File: src/rtl/control_pipe_if.sv
// ID-stage request and pipeline control/status bundle for control_pipe.
// slave = the control pipe itself, master = the core (or bench) driving ID.
interface control_pipe_if #(
    parameter int REG_AW = 5,
    parameter int CNT_W  = 16
);
    logic              id_valid;
    logic [6:0]        id_opcode;
    logic [REG_AW-1:0] id_rs1;
    logic [REG_AW-1:0] id_rs2;
    logic [REG_AW-1:0] id_rd;
    logic              ex_branch_taken;

    logic              pc_write;
    logic              ifid_write;
    logic              id_illegal;
    logic              ex_alusrc;
    logic [1:0]        ex_aluop;
    logic              ex_branch;
    logic              ex_jump;
    logic [REG_AW-1:0] ex_rd;
    logic              mem_read;
    logic              mem_write;
    logic [REG_AW-1:0] mem_rd;
    logic              wb_regwrite;
    logic              wb_memtoreg;
    logic [REG_AW-1:0] wb_rd;
    logic [CNT_W-1:0]  bubble_cnt;

    modport slave (
        input  id_valid, id_opcode, id_rs1, id_rs2, id_rd, ex_branch_taken,
        output pc_write, ifid_write, id_illegal,
        output ex_alusrc, ex_aluop, ex_branch, ex_jump, ex_rd,
        output mem_read, mem_write, mem_rd,
        output wb_regwrite, wb_memtoreg, wb_rd, bubble_cnt
    );

    modport master (
        output id_valid, id_opcode, id_rs1, id_rs2, id_rd, ex_branch_taken,
        input  pc_write, ifid_write, id_illegal,
        input  ex_alusrc, ex_aluop, ex_branch, ex_jump, ex_rd,
        input  mem_read, mem_write, mem_rd,
        input  wb_regwrite, wb_memtoreg, wb_rd, bubble_cnt
    );
endinterface

File: src/rtl/control_pipe.sv
// RV32I control pipeline: ID decode, ID/EX, EX/MEM, MEM/WB control registers,
// load-use bubble insertion, branch flush and a saturating bubble counter.
module control_pipe #(
    parameter int REG_AW      = 5,
    parameter bit ENABLE_JUMP = 1'b0,
    parameter int CNT_W       = 16
) (
    input  logic          clk,
    input  logic          reset,
    control_pipe_if.slave bus
);
    localparam logic [6:0] OP_NOP  = 7'b0000000;
    localparam logic [6:0] OP_LW   = 7'b0000011;
    localparam logic [6:0] OP_SW   = 7'b0100011;
    localparam logic [6:0] OP_RTYP = 7'b0110011;
    localparam logic [6:0] OP_IARI = 7'b0010011;
    localparam logic [6:0] OP_BR   = 7'b1100011;
    localparam logic [6:0] OP_JAL  = 7'b1101111;
    localparam logic [6:0] OP_JALR = 7'b1100111;

    // Bundle bit positions: {ALUSrc, MemtoReg, RegWrite, MemRead, MemWrite, Branch, ALUop[1:0]}
    localparam int B_ALUSRC   = 7;
    localparam int B_MEMTOREG = 6;
    localparam int B_REGWRITE = 5;
    localparam int B_MEMREAD  = 4;
    localparam int B_MEMWRITE = 3;
    localparam int B_BRANCH   = 2;

    logic [7:0]        dec_ctrl;
    logic              dec_jump;
    logic              dec_legal;
    logic              uses_rs1;
    logic              uses_rs2;
    logic              hazard;
    logic              flush;
    logic              stall;

    logic [7:0]        idex_ctrl_q,  idex_ctrl_d;
    logic              idex_jump_q,  idex_jump_d;
    logic [REG_AW-1:0] idex_rd_q,    idex_rd_d;
    logic [3:0]        exmem_ctrl_q, exmem_ctrl_d;
    logic [REG_AW-1:0] exmem_rd_q,   exmem_rd_d;
    logic [1:0]        memwb_ctrl_q, memwb_ctrl_d;
    logic [REG_AW-1:0] memwb_rd_q,   memwb_rd_d;
    logic [CNT_W-1:0]  bubble_cnt_q, bubble_cnt_d;

    always_comb begin
        dec_ctrl  = 8'b0;
        dec_jump  = 1'b0;
        dec_legal = 1'b1;
        uses_rs1  = 1'b0;
        uses_rs2  = 1'b0;
        unique case (bus.id_opcode)
            OP_NOP:  ;
            OP_LW:   begin dec_ctrl = 8'b1111_0000; uses_rs1 = 1'b1; end
            OP_SW:   begin dec_ctrl = 8'b1000_1000; uses_rs1 = 1'b1; uses_rs2 = 1'b1; end
            OP_RTYP: begin dec_ctrl = 8'b0010_0010; uses_rs1 = 1'b1; uses_rs2 = 1'b1; end
            OP_IARI: begin dec_ctrl = 8'b1010_0011; uses_rs1 = 1'b1; end
            OP_BR:   begin dec_ctrl = 8'b0000_0101; uses_rs1 = 1'b1; uses_rs2 = 1'b1; end
            OP_JAL: begin
                if (ENABLE_JUMP) begin
                    dec_ctrl = 8'b0010_0000;
                    dec_jump = 1'b1;
                end else begin
                    dec_legal = 1'b0;
                end
            end
            OP_JALR: begin
                if (ENABLE_JUMP) begin
                    dec_ctrl = 8'b1010_0000;
                    dec_jump = 1'b1;
                    uses_rs1 = 1'b1;
                end else begin
                    dec_legal = 1'b0;
                end
            end
            default: dec_legal = 1'b0;
        endcase
        // An empty ID slot decodes to nothing and is never illegal.
        if (!bus.id_valid) begin
            dec_ctrl  = 8'b0;
            dec_jump  = 1'b0;
            dec_legal = 1'b1;
            uses_rs1  = 1'b0;
            uses_rs2  = 1'b0;
        end
    end

    assign flush  = bus.ex_branch_taken;
    assign hazard = bus.id_valid && idex_ctrl_q[B_MEMREAD] && (idex_rd_q != '0) &&
                    ((uses_rs1 && (idex_rd_q == bus.id_rs1)) ||
                     (uses_rs2 && (idex_rd_q == bus.id_rs2)));
    assign stall  = hazard && !flush;

    assign bus.pc_write   = !stall;
    assign bus.ifid_write = !stall;
    assign bus.id_illegal = bus.id_valid && !dec_legal && !flush;

    always_comb begin
        idex_ctrl_d = dec_ctrl;
        idex_jump_d = dec_jump;
        idex_rd_d   = (bus.id_valid && dec_legal) ? bus.id_rd : '0;
        // x0 is hard-wired, so a write to it is dropped here once.
        if (bus.id_rd == '0) begin
            idex_ctrl_d[B_REGWRITE] = 1'b0;
        end
        if (flush || hazard) begin
            idex_ctrl_d = 8'b0;
            idex_jump_d = 1'b0;
            idex_rd_d   = '0;
        end

        exmem_ctrl_d = {idex_ctrl_q[B_MEMTOREG], idex_ctrl_q[B_REGWRITE],
                        idex_ctrl_q[B_MEMREAD],  idex_ctrl_q[B_MEMWRITE]};
        exmem_rd_d   = idex_rd_q;
        memwb_ctrl_d = exmem_ctrl_q[3:2];
        memwb_rd_d   = exmem_rd_q;

        bubble_cnt_d = bubble_cnt_q;
        if (stall && (bubble_cnt_q != {CNT_W{1'b1}})) begin
            bubble_cnt_d = bubble_cnt_q + {{(CNT_W-1){1'b0}}, 1'b1};
        end
    end

    always_ff @(posedge clk) begin
        if (reset) begin
            idex_ctrl_q  <= '0;
            idex_jump_q  <= 1'b0;
            idex_rd_q    <= '0;
            exmem_ctrl_q <= '0;
            exmem_rd_q   <= '0;
            memwb_ctrl_q <= '0;
            memwb_rd_q   <= '0;
            bubble_cnt_q <= '0;
        end else begin
            idex_ctrl_q  <= idex_ctrl_d;
            idex_jump_q  <= idex_jump_d;
            idex_rd_q    <= idex_rd_d;
            exmem_ctrl_q <= exmem_ctrl_d;
            exmem_rd_q   <= exmem_rd_d;
            memwb_ctrl_q <= memwb_ctrl_d;
            memwb_rd_q   <= memwb_rd_d;
            bubble_cnt_q <= bubble_cnt_d;
        end
    end

    assign bus.ex_alusrc   = idex_ctrl_q[B_ALUSRC];
    assign bus.ex_aluop    = idex_ctrl_q[1:0];
    assign bus.ex_branch   = idex_ctrl_q[B_BRANCH];
    assign bus.ex_jump     = idex_jump_q;
    assign bus.ex_rd       = idex_rd_q;
    assign bus.mem_read    = exmem_ctrl_q[1];
    assign bus.mem_write   = exmem_ctrl_q[0];
    assign bus.mem_rd      = exmem_rd_q;
    assign bus.wb_regwrite = memwb_ctrl_q[0];
    assign bus.wb_memtoreg = memwb_ctrl_q[1];
    assign bus.wb_rd       = memwb_rd_q;
    assign bus.bubble_cnt  = bubble_cnt_q;
endmodule

File: src/flat_wrapper.sv
// flat-port wrapper written by rule: the top's interface ports become plain ports
module control_pipe_flat 
#(
    parameter int REG_AW      = 5,
    parameter bit ENABLE_JUMP = 1'b0,
    parameter int CNT_W       = 16
)
  (clk, reset, bus_id_valid, bus_id_opcode, bus_id_rs1, bus_id_rs2, bus_id_rd, bus_ex_branch_taken, bus_pc_write, bus_ifid_write, bus_id_illegal, bus_ex_alusrc, bus_ex_aluop, bus_ex_branch, bus_ex_jump, bus_ex_rd, bus_mem_read, bus_mem_write, bus_mem_rd, bus_wb_regwrite, bus_wb_memtoreg, bus_wb_rd, bus_bubble_cnt);
  control_pipe_if #(.REG_AW(REG_AW), .CNT_W(CNT_W)) bus_i ();
  input  logic clk;
  input  logic reset;
  input wire logic [$bits(bus_i.id_valid)-1:0] bus_id_valid;
  input wire logic [$bits(bus_i.id_opcode)-1:0] bus_id_opcode;
  input wire logic [$bits(bus_i.id_rs1)-1:0] bus_id_rs1;
  input wire logic [$bits(bus_i.id_rs2)-1:0] bus_id_rs2;
  input wire logic [$bits(bus_i.id_rd)-1:0] bus_id_rd;
  input wire logic [$bits(bus_i.ex_branch_taken)-1:0] bus_ex_branch_taken;
  output wire logic [$bits(bus_i.pc_write)-1:0] bus_pc_write;
  output wire logic [$bits(bus_i.ifid_write)-1:0] bus_ifid_write;
  output wire logic [$bits(bus_i.id_illegal)-1:0] bus_id_illegal;
  output wire logic [$bits(bus_i.ex_alusrc)-1:0] bus_ex_alusrc;
  output wire logic [$bits(bus_i.ex_aluop)-1:0] bus_ex_aluop;
  output wire logic [$bits(bus_i.ex_branch)-1:0] bus_ex_branch;
  output wire logic [$bits(bus_i.ex_jump)-1:0] bus_ex_jump;
  output wire logic [$bits(bus_i.ex_rd)-1:0] bus_ex_rd;
  output wire logic [$bits(bus_i.mem_read)-1:0] bus_mem_read;
  output wire logic [$bits(bus_i.mem_write)-1:0] bus_mem_write;
  output wire logic [$bits(bus_i.mem_rd)-1:0] bus_mem_rd;
  output wire logic [$bits(bus_i.wb_regwrite)-1:0] bus_wb_regwrite;
  output wire logic [$bits(bus_i.wb_memtoreg)-1:0] bus_wb_memtoreg;
  output wire logic [$bits(bus_i.wb_rd)-1:0] bus_wb_rd;
  output wire logic [$bits(bus_i.bubble_cnt)-1:0] bus_bubble_cnt;
  assign bus_i.id_valid = bus_id_valid;
  assign bus_i.id_opcode = bus_id_opcode;
  assign bus_i.id_rs1 = bus_id_rs1;
  assign bus_i.id_rs2 = bus_id_rs2;
  assign bus_i.id_rd = bus_id_rd;
  assign bus_i.ex_branch_taken = bus_ex_branch_taken;
  assign bus_pc_write = bus_i.pc_write;
  assign bus_ifid_write = bus_i.ifid_write;
  assign bus_id_illegal = bus_i.id_illegal;
  assign bus_ex_alusrc = bus_i.ex_alusrc;
  assign bus_ex_aluop = bus_i.ex_aluop;
  assign bus_ex_branch = bus_i.ex_branch;
  assign bus_ex_jump = bus_i.ex_jump;
  assign bus_ex_rd = bus_i.ex_rd;
  assign bus_mem_read = bus_i.mem_read;
  assign bus_mem_write = bus_i.mem_write;
  assign bus_mem_rd = bus_i.mem_rd;
  assign bus_wb_regwrite = bus_i.wb_regwrite;
  assign bus_wb_memtoreg = bus_i.wb_memtoreg;
  assign bus_wb_rd = bus_i.wb_rd;
  assign bus_bubble_cnt = bus_i.bubble_cnt;
  control_pipe #(.REG_AW(REG_AW), .ENABLE_JUMP(ENABLE_JUMP), .CNT_W(CNT_W)) u_core (.clk(clk), .reset(reset), .bus(bus_i));
endmodule
File: config.mk
export PLATFORM = sky130hd
export DESIGN_NAME = control_pipe_flat
export DESIGN_NICKNAME = d
export VERILOG_FILES = /design/src/rtl/control_pipe_if.sv /design/src/rtl/control_pipe.sv /design/src/flat_wrapper.sv
export SDC_FILE = /design/constraint.sdc
export NUM_CORES = 1
export LEC_CHECK = 0
export BUFFER_PORTS_ARGS = -buffer_cell sky130_fd_sc_hd__buf_2
export CAP_MARGIN = 40
export CORE_MARGIN = 2
export CORE_UTILIZATION = 30
export DETAILED_ROUTE_END_ITERATION = 7
export SETUP_SLACK_MARGIN = 0.05
export SLEW_MARGIN = 20
export SYNTH_ARGS = -nofsm -noshare
export SYNTH_HDL_FRONTEND = slang
export SYNTH_SLANG_ARGS = --single-unit
export TNS_END_PERCENT = 100
File: constraint.sdc
create_clock -name clk -period 3.1 [get_ports clk]
set_input_delay 0.155 -clock clk [delete_from_list [all_inputs] [get_ports clk]]
set_output_delay 0.155 -clock clk [all_outputs]
set_load 0.01 [all_outputs]
==> parameters.txt, run 1 <==
Parameter                              Value

Critical path
  Arrival time at the worst endpoint ... 2.38 ns
  Delay of the slowest critical-path stage ... 0.63 ns
  Data required time at the worst endpoint ... 3.29 ns
  Crit-path leading delay family ... compound AO/OA/AOI/OAI gates
  Startpoint-to-endpoint class of the critical path ... flip-flop to flip-flop
  Buffering stage count on the worst path with inverters included ... 0
  Crit start category ... flip-flop
  Chain of cells forming the critical path ... xnor2_1 -> nand4_1 -> o32a_1 -> nor4_1 -> mux2_2
  Kind of capture point of the worst setup path ... flip-flop
  Critical path peak fanout ... 21
  CP max-delay cell ... o32a_1

Power
  Worst ir drop on vdd ... 0.191 mV
  Power density cells ... 456 nW/um^2
  LEAKAGE ... 1.06 nW

STA
  Maximum frequency from static timing analysis ... 456 MHz
  RSZ-0062 raised after global routing ... no
  Fin crit share ... 70.7%
  Shortest period the worst path allows ... 2.19 ns
  Slew Viols, Final ... 0
  Slew at the pin closest to its max-slew limit ... 0.774 ns
  Rel. slew slack ... 48.4%
  Final setup viols ... 0
  Post-Route Skew ... 0.00837 ns
  Worst-case setup margin in the final layout ... 0.909 ns
  Setup total negative slack ... 0 ns
  Number of hold violations in the final report ... 0

Detailed routing
  Routed wire length per instance ... 12.4 um
  Starting DRT DRC Count ... 80
  Vias after detailed routing ... 1679
  Number of detailed-route iterations in the first pass ... 4
  Via/cell ratio ... 4.77
  Total wirelength of the detailed-routed design ... 4380 um
  Number of DRC violations after detailed routing ... 0
  DRT antenna net count ... 0

Clock tree
  Clock slew seen by the registers of the worst setup and hold paths ... 0.08 ns
  Maximum level of the CTS H-tree ... 2
  Number of buffers inserted during clock tree synthesis ... 5
  Clock Tree Root ... clkbuf_8
  Clk Latency, worst-skew pair ... 0.30 ns
  Quantity of hold-fixing buffers added after cts ... 0
  Post-CTS Setup Bufs ... 0
  Clock tree from TritonCTS ... yes
  Sinks on Clock Net ... 43
  Max clock buf depth ... 2
  Post-cts sizing count ... 0

Global route
  Total gr overflow ... 0
  Via count of the first global-routing pass ... 1450
  Wire length of the first global-routing pass ... 7110 um
  Maximum number of pins on one net before global-route repair ... 46
  Initial antenna violation count ... 0
  Aggregate global-route resource usage ... 12.2%

Final layout
  Layout area overhead ... 25.8%
  Fraction of final layout cells sized beyond drive strength 1 ... 34.2%
  Final layout net count ... 301
  Antenna Diode Count ... 0

Logic synthesis
  Synthesis-stage register bit count ... 43
  Dominant cell type by area after synthesis ... dfxtp_1
  Post-Syn Area ... 1980 um^2
  Cell with the most instances after synthesis ... dfxtp_1
  List of most frequent post-synthesis cells ... dfxtp_1, nor2b_1, nor2_1
  Most area-consuming cells after synthesis ... dfxtp_1, nor2b_1, mux2_2, nor2_1, xnor2_1
  Syn nets ... 238
  Ys async rst share ... 0%
  Count of warnings emitted by yosys ... 0
  Count of mapped cells out of synthesis ... 211
  Proportion of synthesized chip area in sequential cells ... 43.5%
  Distinct cell type count after synthesis ... 41
  Area fraction of the dominant cell type after synthesis ... 43.5%
  Per-instance average area after synthesis ... 9.39 um^2
  Post-synth EDFFs ... 0
  Dominant synthesized flop cell ... dfxtp_1

Status
  Result of the run ... finished, final reports clean

Floorplanning
  Die Y-Extent ... 85.3 um
  Area of the die ... 7270 um^2
  Core area ... 6350 um^2
  Top-level port count ... 69
  Die Wd ... 85.3 um
  Starting utilization of the core area ... 31.2%
  Standard-cell row count ... 29

Job
  MaxCap Viol Count ... 0

Placed design
  Placer Congestion ... 0.744
  Detailed placement HPWL ... 3270 um
  Number of port buffers ... 67
  Post-placement worst setup slack ... 0.907 ns

Worst hold path
  Hold Crit Class ... input port to flip-flop
==> cell type report <==
| cell class | count | area, um^2 |
|---|---|---|
| inverter | 4 | 15.0 |
| clock inverter | 3 | 67.6 |
| fill | 644 | 3860 |
| timing repair buffer | 67 | 335 |
| clock buffer | 5 | 68.8 |
| multi-input combinational | 153 | 1050 |
| sequential | 43 | 861 |
| tap | 77 | 96.3 |
==> per-layer routing <==
metal | share of wire [%] | track usage (%) | vias up
met2 | 46 | 19.2 | 46
met5 | 0 | 0 | -
met1 | 46 | 15.8 | 776
li1 | - | - | 851
met4 | 1.6 | 4.33 | 0
met3 | 6.6 | 3.60 | 6
==> cells in the final DEF (no fill, tap or decap), types with 2 or more instances in the layout <==
| cell type | instances |
|---|---|
| o21ai_0 | 2 |
| nand4b_1 | 2 |
| nor2_1 | 25 |
| or3_1 | 3 |
| and2_1 | 5 |
| nor4b_2 | 2 |
| a21oi_1 | 5 |
| nor2b_1 | 29 |
| dfxtp_1 | 43 |
| inv_1 | 4 |
| nor3_1 | 10 |
| nor4_1 | 2 |
| nand3_1 | 5 |
| bufinv_16 | 2 |
| nand4_4 | 2 |
| mux2_2 | 12 |
| o211ai_1 | 2 |
| nor3b_1 | 3 |
| nand2_1 | 10 |
| or4_1 | 2 |
| xnor2_1 | 9 |
| clkbuf_8 | 5 |
| buf_2 | 67 |
| nand4_1 | 5 |
==> per-stage QoR <==
stage / utilization [%] / instance area (um^2) / cells / total power [W] / hold WS [ns]
floorplan: - / 1980 / 211 / 0.000599 / 0.232
finish: 39.3 / 2490 / 352 / 0.00114 / 0.0707
CTS: 39.3 / 2490 / 352 / 0.00115 / 0.0581
detailed placement: 37.1 / 2360 / 344 / 0.000626 / 0.377
global placement: 37.1 / 2360 / 344 / 0.000626 / 0.376
global route: 39.3 / 2490 / 352 / 0.00118 / 0.0606
==> logic make-up (layout without fill, tap and decap cells) <==
kind of cell	Yosys count	in the layout	synth area share, %
other	1	1	0.189
adder cells (fa/ha/maj)	1	1	0.632
buffers and inverters	15	79	3.60
AND/OR/NAND/NOR	111	111	33.3
multiplexers	13	13	7.39
AO/OA/AOI/OAI	17	17	7.01
flip-flops	43	43	43.5
XOR/XNOR	10	10	4.42
==> registers in the layout, summed over array words and instances (netlist names) <==
signal / cells
u_core.bus.wb_rd: 5
u_core.memwb_ctrl_q: 2
u_core.exmem_ctrl_q: 3
u_core.idex_ctrl_q: 7
u_core.bus.ex_rd: 5
u_core.bus.mem_rd: 5
u_core.bus.bubble_cnt: 16
==> path summary, 6_finish.rpt <==
kind / to / cells after the start / from / slack, ns
worst max-delay path: u_core.bus.bubble_cnt[15]$_SDFFE_PP0P_ / 5 / u_core.bus.ex_rd[4]$_SDFF_PP0_ / 0.91
worst min-delay path: u_core.bus.ex_rd[4]$_SDFF_PP0_ / 2 / bus_id_rd[4] / 0.07
worst max register to register: u_core.bus.bubble_cnt[15]$_SDFFE_PP0P_ / 5 / u_core.bus.ex_rd[4]$_SDFF_PP0_ / 0.91
worst min register to register: u_core.memwb_ctrl_q[0]$_SDFF_PP0_ / 1 / u_core.exmem_ctrl_q[2]$_SDFF_PP0_ / 0.45
==> worst reg2reg max path, delay by kind of cell, from the launching register on <==
family,cells,cell delay [ns]
xor+xnor,1,0.14
compound gates,1,0.63
flops,1,0.43
mux,1,0.37
simple gates,2,0.52
==> where the power goes <==
group	total [W]	internal (W)	switching, W
clock	0.000525	0.000321	0.000204
combinational	0.0000602	0.0000245	0.0000357
sequential	0.000553	0.000552	0.000000391
total	0.00114	0.000898	0.000240
No activity file was read; power rests on OpenSTA's default activity.
==> run 2, diff against run 1 <==
Clock period 3.1 ns to 2.27 ns, I/O delays scaled along.
==> run 2 against run 1 <==
Compared with the run above: core utilization is 0.35 points higher; design area increased by 0.90%; final cell count increased by 1.7%.
==> parameters.txt, run 2 (same netlist as run 1, synthesis figures left out) <==
Parameter                              Value

Status
  Result of the run ... finished, final reports clean (unchanged)

STA
  RSZ-0062 raised after global routing ... no (unchanged)
  Smallest hold slack ... 0.0273 ns (was 0.0707 ns)
  Slew at the pin closest to its max-slew limit ... 0.655 ns (was 0.774 ns)
  Number of hold violations in the final report ... 0 (unchanged)
  Worst-case setup margin in the final layout ... 0.185 ns (was 0.909 ns)
  Fin crit share ... 91.9% (was 70.7%)
  Shortest period the worst path allows ... 2.09 ns (was 2.19 ns)
  Post-Route Skew ... 0.00556 ns (was 0.00837 ns)
  Rel. slew slack ... 56.3% (was 48.4%)
  Maximum frequency from static timing analysis ... 480 MHz (was 456 MHz)
  Final setup viols ... 0 (unchanged)
  Setup total negative slack ... 0 ns (unchanged)
  Slew Viols, Final ... 0 (unchanged)

Floorplanning
  Standard-cell row count ... 29 (unchanged)
  Die Wd ... 85.3 um (unchanged)
  Top-level port count ... 69 (unchanged)
  Starting utilization of the core area ... 31.2% (unchanged)
  Core area ... 6350 um^2 (unchanged)
  Die Y-Extent ... 85.3 um (unchanged)
  Area of the die ... 7270 um^2 (unchanged)

Final layout
  Area used by multi-input combinational logic ... 1050 um^2 (unchanged)
  Final layout net count ... 308 (was 301)
  Sequential cell area in the final layout ... 861 um^2 (unchanged)
  Flip-flop count of the largest register, all copies and words added ... 16 (unchanged)
  Antenna Diode Count ... 0 (unchanged)
  Leading cell type in the layout, fill and taps excluded ... buf_2 (unchanged)
  Fraction of final layout cells sized beyond drive strength 1 ... 35.6% (was 34.2%)
  Leading cell types in the layout, fill and taps excluded ... buf_2, dfxtp_1, nor2b_1 (unchanged)
  Layout area overhead ... 27.0% (was 25.8%)
  Fill cells ... 646 (was 644)

Clock tree
  Maximum level of the CTS H-tree ... 2 (unchanged)
  Post-cts sizing count ... 0 (unchanged)
  Number of buffers inserted during clock tree synthesis ... 5 (unchanged)
  Quantity of hold-fixing buffers added after cts ... 0 (unchanged)
  Clock tree from TritonCTS ... yes (unchanged)
  Sinks on Clock Net ... 43 (unchanged)
  Clock Tree Root ... clkbuf_8 (unchanged)
  Max clock buf depth ... 2 (unchanged)
  Clk Latency, worst-skew pair ... 0.29 ns (was 0.30 ns)
  Clock slew seen by the registers of the worst setup and hold paths ... 0.08 ns (about the same)
  Post-CTS Setup Bufs ... 0 (unchanged)

Placed design
  Number of port buffers ... 67 (unchanged)
  Placer Congestion ... 0.767 (was 0.744)
  Detailed placement HPWL ... 3360 um (was 3270 um)
  Post-placement worst setup slack ... 0.177 ns (was 0.907 ns)

Critical path
  Crit start category ... flip-flop (unchanged)
  Data required time at the worst endpoint ... 2.46 ns (was 3.29 ns)
  Critical path peak fanout ... 17 (was 21)
  Kind of capture point of the worst setup path ... flip-flop (unchanged)
  Startpoint-to-endpoint class of the critical path ... flip-flop to flip-flop (unchanged)
  Arrival time at the worst endpoint ... 2.27 ns (was 2.38 ns)

Power
  Worst ir drop on vdd ... 0.233 mV (was 0.191 mV)
  LEAKAGE ... 1.08 nW (was 1.06 nW)
  Power density cells ... 566 nW/um^2 (was 456 nW/um^2)

Worst hold path
  Hold Crit Class ... input port to flip-flop (unchanged)

Global route
  Total gr overflow ... 0 (unchanged)
  Wire length of the first global-routing pass ... 7180 um (was 7110 um)
  Maximum number of pins on one net before global-route repair ... 45 (was 46)
  Via count of the first global-routing pass ... 1583 (was 1450)
  Aggregate global-route resource usage ... 12.5% (was 12.2%)
  Initial antenna violation count ... 0 (unchanged)

Detailed routing
  Number of detailed-route iterations in the first pass ... 4 (unchanged)
  Starting DRT DRC Count ... 66 (was 80)
  Number of DRC violations after detailed routing ... 0 (unchanged)
  Vias after detailed routing ... 1670 (was 1679)
  Via/cell ratio ... 4.66 (was 4.77)
  Total wirelength of the detailed-routed design ... 4420 um (was 4380 um)
  Routed wire length per instance ... 12.4 um (about the same)
  DRT antenna net count ... 0 (unchanged)

Job
  MaxCap Viol Count ... 0 (unchanged)
==> run 2: cell count changes in the layout (fill, tap and decap cells not counted) <==
cell	change
bufinv_16	-1
buf_4	+7
==> run 2: critical path, stage by stage, from the launching register on <==
cell,delay [ns]
dfxtp_1,0.33
xnor2_1,0.16
nand4_1,0.14
o32a_1,0.60
nor4_1,0.38
mux2_2,0.37
==> run 2: routing by layer <==
layer | track usage [%] | wire length, um | vias to the layer above
li1 | - | - | 861
met1 | 15.2 | 2000 | 760
met2 | 20.5 | 2070 | 41
met3 | 3.70 | 246 | 8
met4 | 5.34 | 106 | 0
met5 | 0 | 0 | -
==> run 2: layout make-up <==
type | count | area share (%)
multi-input combinational | 153 | 41.7
timing repair buffer | 74 | 15.4
inverter | 4 | 0.597
clock inverter | 2 | 1.49
clock buffer | 5 | 2.74
sequential | 43 | 34.2
tap | 77 | 3.83
==> run 2: final timing paths <==
check	from	end	slack, ns	depth (start not counted)
worst min-delay path	bus_id_opcode[4]	u_core.idex_ctrl_q[6]$_SDFF_PP0_	0.03	2
worst max register to register	u_core.bus.ex_rd[2]$_SDFF_PP0_	u_core.bus.bubble_cnt[15]$_SDFFE_PP0P_	0.18	5
worst min register to register	u_core.idex_ctrl_q[5]$_SDFF_PP0_	u_core.exmem_ctrl_q[2]$_SDFF_PP0_	0.44	1
worst max-delay path	u_core.bus.ex_rd[2]$_SDFF_PP0_	u_core.bus.bubble_cnt[15]$_SDFFE_PP0P_	0.18	5
==> run 2: through the flow <==
stage          instances  area, um^2  util (%)  power, W
2_1_floorplan        211        1980         -  0.000818
3_3_place_gp         351        2410      37.9  0.000858
3_5_place_dp         351        2410      37.9  0.000858
4_1_cts              358        2510      39.6   0.00146
5_1_grt              358        2510      39.6   0.00149
6_report             358        2510      39.6   0.00142
==> run 2: where the power goes <==
| group | total (W) | switching [W] | leakage, nW | internal (W) |
|---|---|---|---|---|
| Clock | 0.000585 | 0.000263 | 0.0502 | 0.000322 |
| Sequential | 0.000754 | 0.000000373 | 0.346 | 0.000754 |
| Combinational | 0.0000850 | 0.0000497 | 0.683 | 0.0000353 |
